===== src/rtl/muldiv_sequencer.sv =====
// muldiv_sequencer: multi-cycle mult/multu/div/divu unit for the EX stage.
// Shift-add multiply / restoring divide, one bit per cycle, result in HI/LO.
module muldiv_sequencer #(
  parameter int WIDTH = 32
) (
  input  logic             Clk,
  input  logic             Reset,
  input  logic             Start,
  input  logic [5:0]       FunctCode,
  input  logic [WIDTH-1:0] A,
  input  logic [WIDTH-1:0] B,
  output logic             Busy,
  output logic             Done,
  output logic [WIDTH-1:0] HI,
  output logic [WIDTH-1:0] LO,
  output logic             DivByZero
);

  localparam int CW = $clog2(WIDTH) + 1;
  localparam int W2 = 2 * WIDTH;

  typedef enum logic [1:0] {
    IDLE,
    CALC,
    FIX
  } state_t;

  state_t state, state_nx;

  logic [CW-1:0]    cnt;
  logic             is_div;
  logic             sa, sb;
  logic             bzero;
  logic [WIDTH-1:0] aorig;
  logic [WIDTH-1:0] mag;
  logic [W2-1:0]    acc;

  logic             fn_ok;
  logic             accept;
  logic             last;
  logic             ld_sgn;
  logic [WIDTH-1:0] amag, bmag;
  logic [WIDTH:0]   mul_sum;
  logic [WIDTH:0]   div_sh;
  logic [WIDTH:0]   div_df;
  logic [W2-1:0]    acc_step;
  logic [WIDTH-1:0] fix_hi, fix_lo;

  // 0x18..0x1B share funct[5:2]; bit 1 selects divide, bit 0 unsigned
  assign fn_ok  = (FunctCode[5:2] == 4'b0110);
  assign accept = Start && fn_ok && (state == IDLE);
  assign last   = (cnt == CW'(WIDTH - 1));
  assign Busy   = (state != IDLE);

  assign ld_sgn = ~FunctCode[0];
  assign amag   = (ld_sgn && A[WIDTH-1]) ? -A : A;
  assign bmag   = (ld_sgn && B[WIDTH-1]) ? -B : B;

  // one iteration of shift-add multiply or restoring divide
  always_comb begin
    mul_sum = {1'b0, acc[W2-1:WIDTH]}
            + (acc[0] ? {1'b0, mag} : '0);
    div_sh  = {acc[W2-1:WIDTH], acc[WIDTH-1]};
    div_df  = div_sh - {1'b0, mag};
    if (!is_div)
      acc_step = {mul_sum, acc[WIDTH-1:1]};
    else if (div_df[WIDTH])
      acc_step = {div_sh[WIDTH-1:0], acc[WIDTH-2:0], 1'b0};
    else
      acc_step = {div_df[WIDTH-1:0], acc[WIDTH-2:0], 1'b1};
  end

  // sign correction and divide-by-zero override applied in FIX
  always_comb begin
    fix_hi = acc[W2-1:WIDTH];
    fix_lo = acc[WIDTH-1:0];
    if (!is_div) begin
      if (sa ^ sb)
        {fix_hi, fix_lo} = -acc;
    end else if (bzero) begin
      fix_hi = aorig;
      fix_lo = '1;
    end else begin
      if (sa ^ sb)
        fix_lo = -acc[WIDTH-1:0];
      if (sa)
        fix_hi = -acc[W2-1:WIDTH];
    end
  end

  // state register
  always_ff @(posedge Clk) begin
    if (Reset)
      state <= IDLE;
    else
      state <= state_nx;
  end

  // next-state logic
  always_comb begin
    state_nx = state;
    unique case (state)
      IDLE:    if (accept) state_nx = CALC;
      CALC:    if (last) state_nx = FIX;
      FIX:     state_nx = IDLE;
      default: state_nx = IDLE;
    endcase
  end

  // operand load, iteration and result write-back
  always_ff @(posedge Clk) begin
    if (Reset) begin
      cnt       <= '0;
      is_div    <= 1'b0;
      sa        <= 1'b0;
      sb        <= 1'b0;
      bzero     <= 1'b0;
      aorig     <= '0;
      mag       <= '0;
      acc       <= '0;
      Done      <= 1'b0;
      HI        <= '0;
      LO        <= '0;
      DivByZero <= 1'b0;
    end else begin
      Done <= 1'b0;
      unique case (state)
        IDLE: begin
          if (accept) begin
            cnt       <= '0;
            is_div    <= FunctCode[1];
            sa        <= ld_sgn & A[WIDTH-1];
            sb        <= ld_sgn & B[WIDTH-1];
            bzero     <= (B == '0);
            aorig     <= A;
            DivByZero <= 1'b0;
            if (FunctCode[1]) begin
              mag <= bmag;
              acc <= {{WIDTH{1'b0}}, amag};
            end else begin
              mag <= amag;
              acc <= {{WIDTH{1'b0}}, bmag};
            end
          end
        end
        CALC: begin
          acc <= acc_step;
          cnt <= cnt + 1'b1;
        end
        FIX: begin
          HI        <= fix_hi;
          LO        <= fix_lo;
          Done      <= 1'b1;
          DivByZero <= is_div & bzero;
        end
        default: ;
      endcase
    end
  end

endmodule


===== config.mk =====
export PLATFORM = sky130hd
export DESIGN_NAME = muldiv_sequencer
export DESIGN_NICKNAME = d
export VERILOG_FILES = /design/src/rtl/muldiv_sequencer.sv
export SDC_FILE = /design/constraint.sdc
export NUM_CORES = 1
export LEC_CHECK = 0
export BUFFER_PORTS_ARGS = -buffer_cell sky130_fd_sc_hd__clkbuf_2
export CAP_MARGIN = 20
export CELL_PAD_IN_SITES_DETAIL_PLACEMENT = 0
export CELL_PAD_IN_SITES_GLOBAL_PLACEMENT = 1
export CORE_MARGIN = 3
export CORE_UTILIZATION = 40
export CTS_CLUSTER_SIZE = 28
export DETAILED_ROUTE_END_ITERATION = 8
export GPL_TIMING_DRIVEN = 0
export PLACE_DENSITY = 0.72
export SYNTH_ARGS = -nofsm -noshare
export SYNTH_HDL_FRONTEND = slang
export SYNTH_SLANG_ARGS = --single-unit

===== constraint.sdc =====
create_clock -name Clk -period 9.82 [get_ports Clk]
set_input_delay 0 -clock Clk [delete_from_list [all_inputs] [get_ports Clk]]
set_output_delay 0 -clock Clk [all_outputs]
set_load 0.005 [all_outputs]

### Yosys cells after proc, flatten, opt, wreduce, memory -nomap -nowiden

Index checks and enable logic that the tools add are counted.

* register bits after elaboration: 206
* output and inout port bits: 67
* logic and storage cells: 70

* $add $sub $neg: 8
* equality and inequality tests: 6
* mux-type cells: 25
* bitwise gates (word level): 5
* reductions and logical operators: 13

Operators by type and width (number)
* 32-bit 2-to-1 mux: 13
* 64-bit 2-to-1 mux: 3
* 32-bit negator: 4
* 64-bit one-hot mux with 2 select lines: 1
* 64-bit negator: 1
* 32-bit by 32-bit adder with 33-bit output: 1
* 33-bit by 32-bit subtractor with 33-bit output: 1
* 32-bit logical NOT: 1
* 6-bit one-hot mux with 2 select lines: 1
* 2-bit AND reduction: 4
* 6-bit by 1-bit adder with 6-bit output (second input constant): 1
* 6-bit by 5-bit == test with 1-bit output (second input constant): 1
* 6-bit 2-to-1 mux: 1
* 2-bit nonzero test: 3
* 4-bit by 3-bit == test with 1-bit output (second input constant): 1
* 1-bit logical AND: 4
* 2-bit 2-to-1 mux: 2
* 2-bit != test (second input constant): 2
* 2-bit one-hot mux with 2 select lines: 1
* 1-bit bitwise AND: 3
* 2-bit by 1-bit == test with 1-bit output (second input constant): 1
* 2-bit == test (second input constant): 1
* 2-bit logical NOT: 1
* 1-bit 2-to-1 mux: 2
* other kinds (3): 3

### Logic depth before layout (Yosys ltp)

* depth in word-level cells: 6
* gate-level depth with buffers: 14

### Least setup slack after synthesis

OpenSTA, ideal clock, no wires.

* path kind: reg2reg
* start point: reg acc[0]
* end point: reg acc[61]
* library setup time: 74 ps
* data arrival time: 3363 ps
* data required time: 9746 ps
* setup slack: 6382 ps
* stages on the path, launching flop included: 15
* clock period less this slack: 3438 ps
* cell sequence: dfxtp_1 > inv_1 > clkbuf_1 > nor2_1 > ha_1 > a21oi_1 > nor3b_1 > a21oi_1 > a22o_1 > a22o_1 > o21ba_2 > a221o_1 > a31oi_1 > mux2_2 > o21ai_0

* cells in the longest elaborated chain, start to end: 4

Ends and longest elaborated chain
* start, declared: RTL line 36 `logic [W2-1:0] acc;`
* start signal, assigned: RTL line 139 `acc <= {{WIDTH{1'b0}}, amag};`
* start signal, assigned: RTL line 142 `acc <= {{WIDTH{1'b0}}, bmag};`
* start signal, assigned: RTL line 147 `acc <= acc_step;`
* 32-bit 2-to-1 mux: RTL line 62 `+ (acc[0] ? {1'b0, mag} : '0);`
* 32-bit by 32-bit adder with 33-bit output: RTL line 62
* 64-bit 2-to-1 mux: RTL line 65 `if (!is_div)`
* 64-bit one-hot mux with 2 select lines: RTL line 127 `unique case (state)`

No other way between the ends.
A chain may end at the register's enable or synchronous reset.

### Final worst setup path

* start point: reg acc[32]
* end point: reg acc[57]

* cells in the longest elaborated chain, start to end: 4
* elaborated cells between the ends (all ways): 5

Ends and longest elaborated chain
* 33-bit by 32-bit subtractor with 33-bit output: RTL line 64 `div_df = div_sh - {1'b0, mag};`
* 64-bit 2-to-1 mux: RTL line 67 `else if (div_df[WIDTH])`
* 64-bit 2-to-1 mux (*): RTL line 65
* 64-bit one-hot mux with 2 select lines (*): RTL line 127

Mark *: on every way between the ends. The rest lies on a longest branch, timed or not.

==> results.toml <==
[run_status]
status = "completed"

[worst_setup_path]
startpoint_type = "register"
critPathKind = "register to register"
critPathCaptureType = "register"
slowest_delay_ps = 720
cp_max_fo = 10
crit_arrival_ps = 5660
critPathBufInv = 1
cp_common_cell = "o31ai_1"
worst_path_max_delay_cell = "o31ai_1"
path_delay_family = "compound AO/OA/AOI/OAI gates"
cp.required_ps = 10260
crit_chain = "inv_1 -> fa_1 -> nand2b_1 -> a21oi_1 -> o211ai_1 -> o31ai_1 -> a31o_2 -> a31oi_1 -> xnor2_2 -> nand2_1 -> a311oi_1 -> o31ai_1"

[placement]
pre_cts_slack_ps = 4750
gp_congestion = 0.990
dp_hpwl_um = 54600
io_buffers = 138
place_area_um2 = 17300

[clocking]
post_cts_buffers = 0
clockBufferDepth = 3
clock_latency_ps = 570
htreeDepth = 1
cts_root_buffer = "clkbuf_16"
cts_tree = "built"
cts_buffers = 27
cts.sink_count = 206
clk_pin_slew_worst_paths_ps = 60

[timing]
max_freq_mhz = 192
finalHoldViolCount = 0
worstMarginPinSlew_ps = 1060
finalSetupTns_ps = 0
hold_slack_ps = 7.81
setup_slack_ps = 4610
drv_slew = 0
finalCritPeriodShare = 0.531
rsz0062_at_grt = "false"
period_needed_ps = 5210
slew_headroom = 0.285
finClkSkew_ps = 14.2
setup_viol = 0

[synth]
netlist_area_um2 = 16000
yosysSeqAreaShare = 0.258
yosys-top-cells-count = "nor2_1, nand2_1, dfxtp_1"
synthCells = 2136
ys_ff_latch = 206
synth_fp_nets = 2280
synth-edff-count = 0
synth_warnings = 0
ys_types = 77
synth_top_area_frac = 0.258
synth-async-reset-ratio = 0
yosysMostFrequentCell = "nor2_1"
synth.area.top_cells = "dfxtp_1, xnor2_1, a21oi_1"
synth-main-ff-cell = "dfxtp_1"
syn_avg_cell_area_um2 = 7.48
synth_top_area_cell = "dfxtp_1"

[finish]
syn_to_final_growth_pct = 16.8
drive_gt1_frac = 0.0953
final_cell_area_um2 = 18700
layout.nets = 2486
fill_cells = 4092

[grt]
grt_max_degree = 15
grt_pass1_wl_um = 101000
antenna_found_initial = 2
grt_remaining_overflow = 0
first_global_vias = 16000
groute.usage.overall = 0.316

[die]
core-area_um2 = 39100
placementRows = 72
pin_count = 140
die_y_um = 206
dieArea_um2 = 42400
die_w_um = 206
initial_core_util = 0.409

[drt]
wl_per_cell_um = 23.8
firstDrtPassIters = 6
viasPerCell = 5.91
initialDrtViolationCount = 1529
ant_nets = 0
via_count = 17000
drt_wl_total_um = 68600
route.detailed.drc = 0

[power]
vdd_drop_max_mv = 0.123
powerDensity_nw_per_um2 = 125
leakagePower_nw = 7.06

[min_path]
hp-class = "input pin to register"

[run]
cap_violations = 0
-- layout make-up --
type | count | area (µm²) | share of cell area
diodes | 1 | 2.50 | 0.000134
repair buffers | 177 | 1080 | 0.0576
flip-flops and latches | 206 | 4120 | 0.221
clock buffers | 36 | 790 | 0.0423
well taps | 518 | 648 | 0.0347
inverters | 63 | 236 | 0.0127
plain buffers | 161 | 633 | 0.0339
multi-input cells | 1706 | 11000 | 0.589
clock inverters | 13 | 174 | 0.00931
-- routing by layer --
| metal | up-vias | share of wire | wire length [µm] | global-route usage |
|---|---|---|---|---|
| met1 | 8167 | 0.46 | 31300 | 0.451 |
| met4 | 4 | 0.040 | 2740 | 0.121 |
| met5 | - | 0.00042 | 29 | 0 |
| met2 | 633 | 0.43 | 29800 | 0.486 |
| li1 | 8078 | - | - | - |
| met3 | 134 | 0.068 | 4700 | 0.0387 |
-- kinds of logic after synthesis --
kind of cell	count (synthesis)	synth area share
adder cells (fa/ha/maj)	71	0.0565
AO/OA/AOI/OAI	658	0.267
XOR/XNOR	198	0.109
AND/OR/NAND/NOR	692	0.200
multiplexers	87	0.0549
flip-flops	206	0.258
buffers and inverters	224	0.0544
-- state kept, by name, indices dropped and copies added (netlist names), 2 cells and up --
signal / count
acc: 64
aorig: 32
LO: 32
state: 2
cnt: 6
HI: 32
mag: 32
-- through the flow --
step / power, mW / instances / utilization
floorplan: 1.13 / 2136 / -
global placement: 1.27 / 2792 / 0.443
detailed placement: 1.28 / 2792 / 0.443
CTS: 2.35 / 2879 / 0.477
global route: 2.42 / 2880 / 0.478
finish: 2.34 / 2881 / 0.478
-- placed cells by master (no fill, tap or decap), drive strengths merged, types with 21 or more instances in the layout --
| master | n |
|---|---|
| a211oi | 121 |
| nand2 | 232 |
| o211ai | 41 |
| buf | 23 |
| nand3 | 28 |
| a21oi | 190 |
| nand2b | 24 |
| o21ai | 127 |
| a22oi | 22 |
| inv | 64 |
| xnor2 | 129 |
| xor2 | 69 |
| o31ai | 24 |
| clkbuf | 313 |
| nor2b | 21 |
| nor3 | 33 |
| ha | 69 |
| mux2i | 82 |
| nor2 | 249 |
| a21o | 23 |
| dlygate4sd3 | 38 |
| dfxtp | 206 |
-- report_power, final --
group | total [mW] | switching [mW] | internal [mW]
registers | 0.855 | 0.0107 | 0.844
logic | 0.423 | 0.274 | 0.149
clock network | 1.07 | 0.419 | 0.647
total | 2.34 | 0.704 | 1.64
-- what timing repair did --
| action | 4_1_cts | 5_1_grt |
|---|---|---|
| gates resized for setup | 0 | 0 |
| hold buffers | 38 | 0 |
| endpoints found under the hold margin | 39 | 0 |
-- final timing paths --
| check | slack (ps) | cells past startpoint | end | startpoint |
|---|---|---|---|---|
| hold / removal | 8 | 6 | mag[21] | B[21] |
| setup / recovery | 4610 | 12 | acc[57] | acc[32] |
| hold reg to reg | 450 | 2 | mag[11] | mag[11] |
| setup reg to reg | 4610 | 12 | acc[57] | acc[32] |
-- worst reg2reg max path, stage by stage (launching register included) --
cell      delay, ps
dfxtp_1         680
inv_1           210
fa_1            480
nand2b_1        200
a21oi_1         300
o211ai_1        210
o31ai_1         720
a31o_2          310
a31oi_1         250
xnor2_2         720
nand2_1         430
a311oi_1        420
o31ai_1         130
No activity file was read; power rests on OpenSTA's default activity.
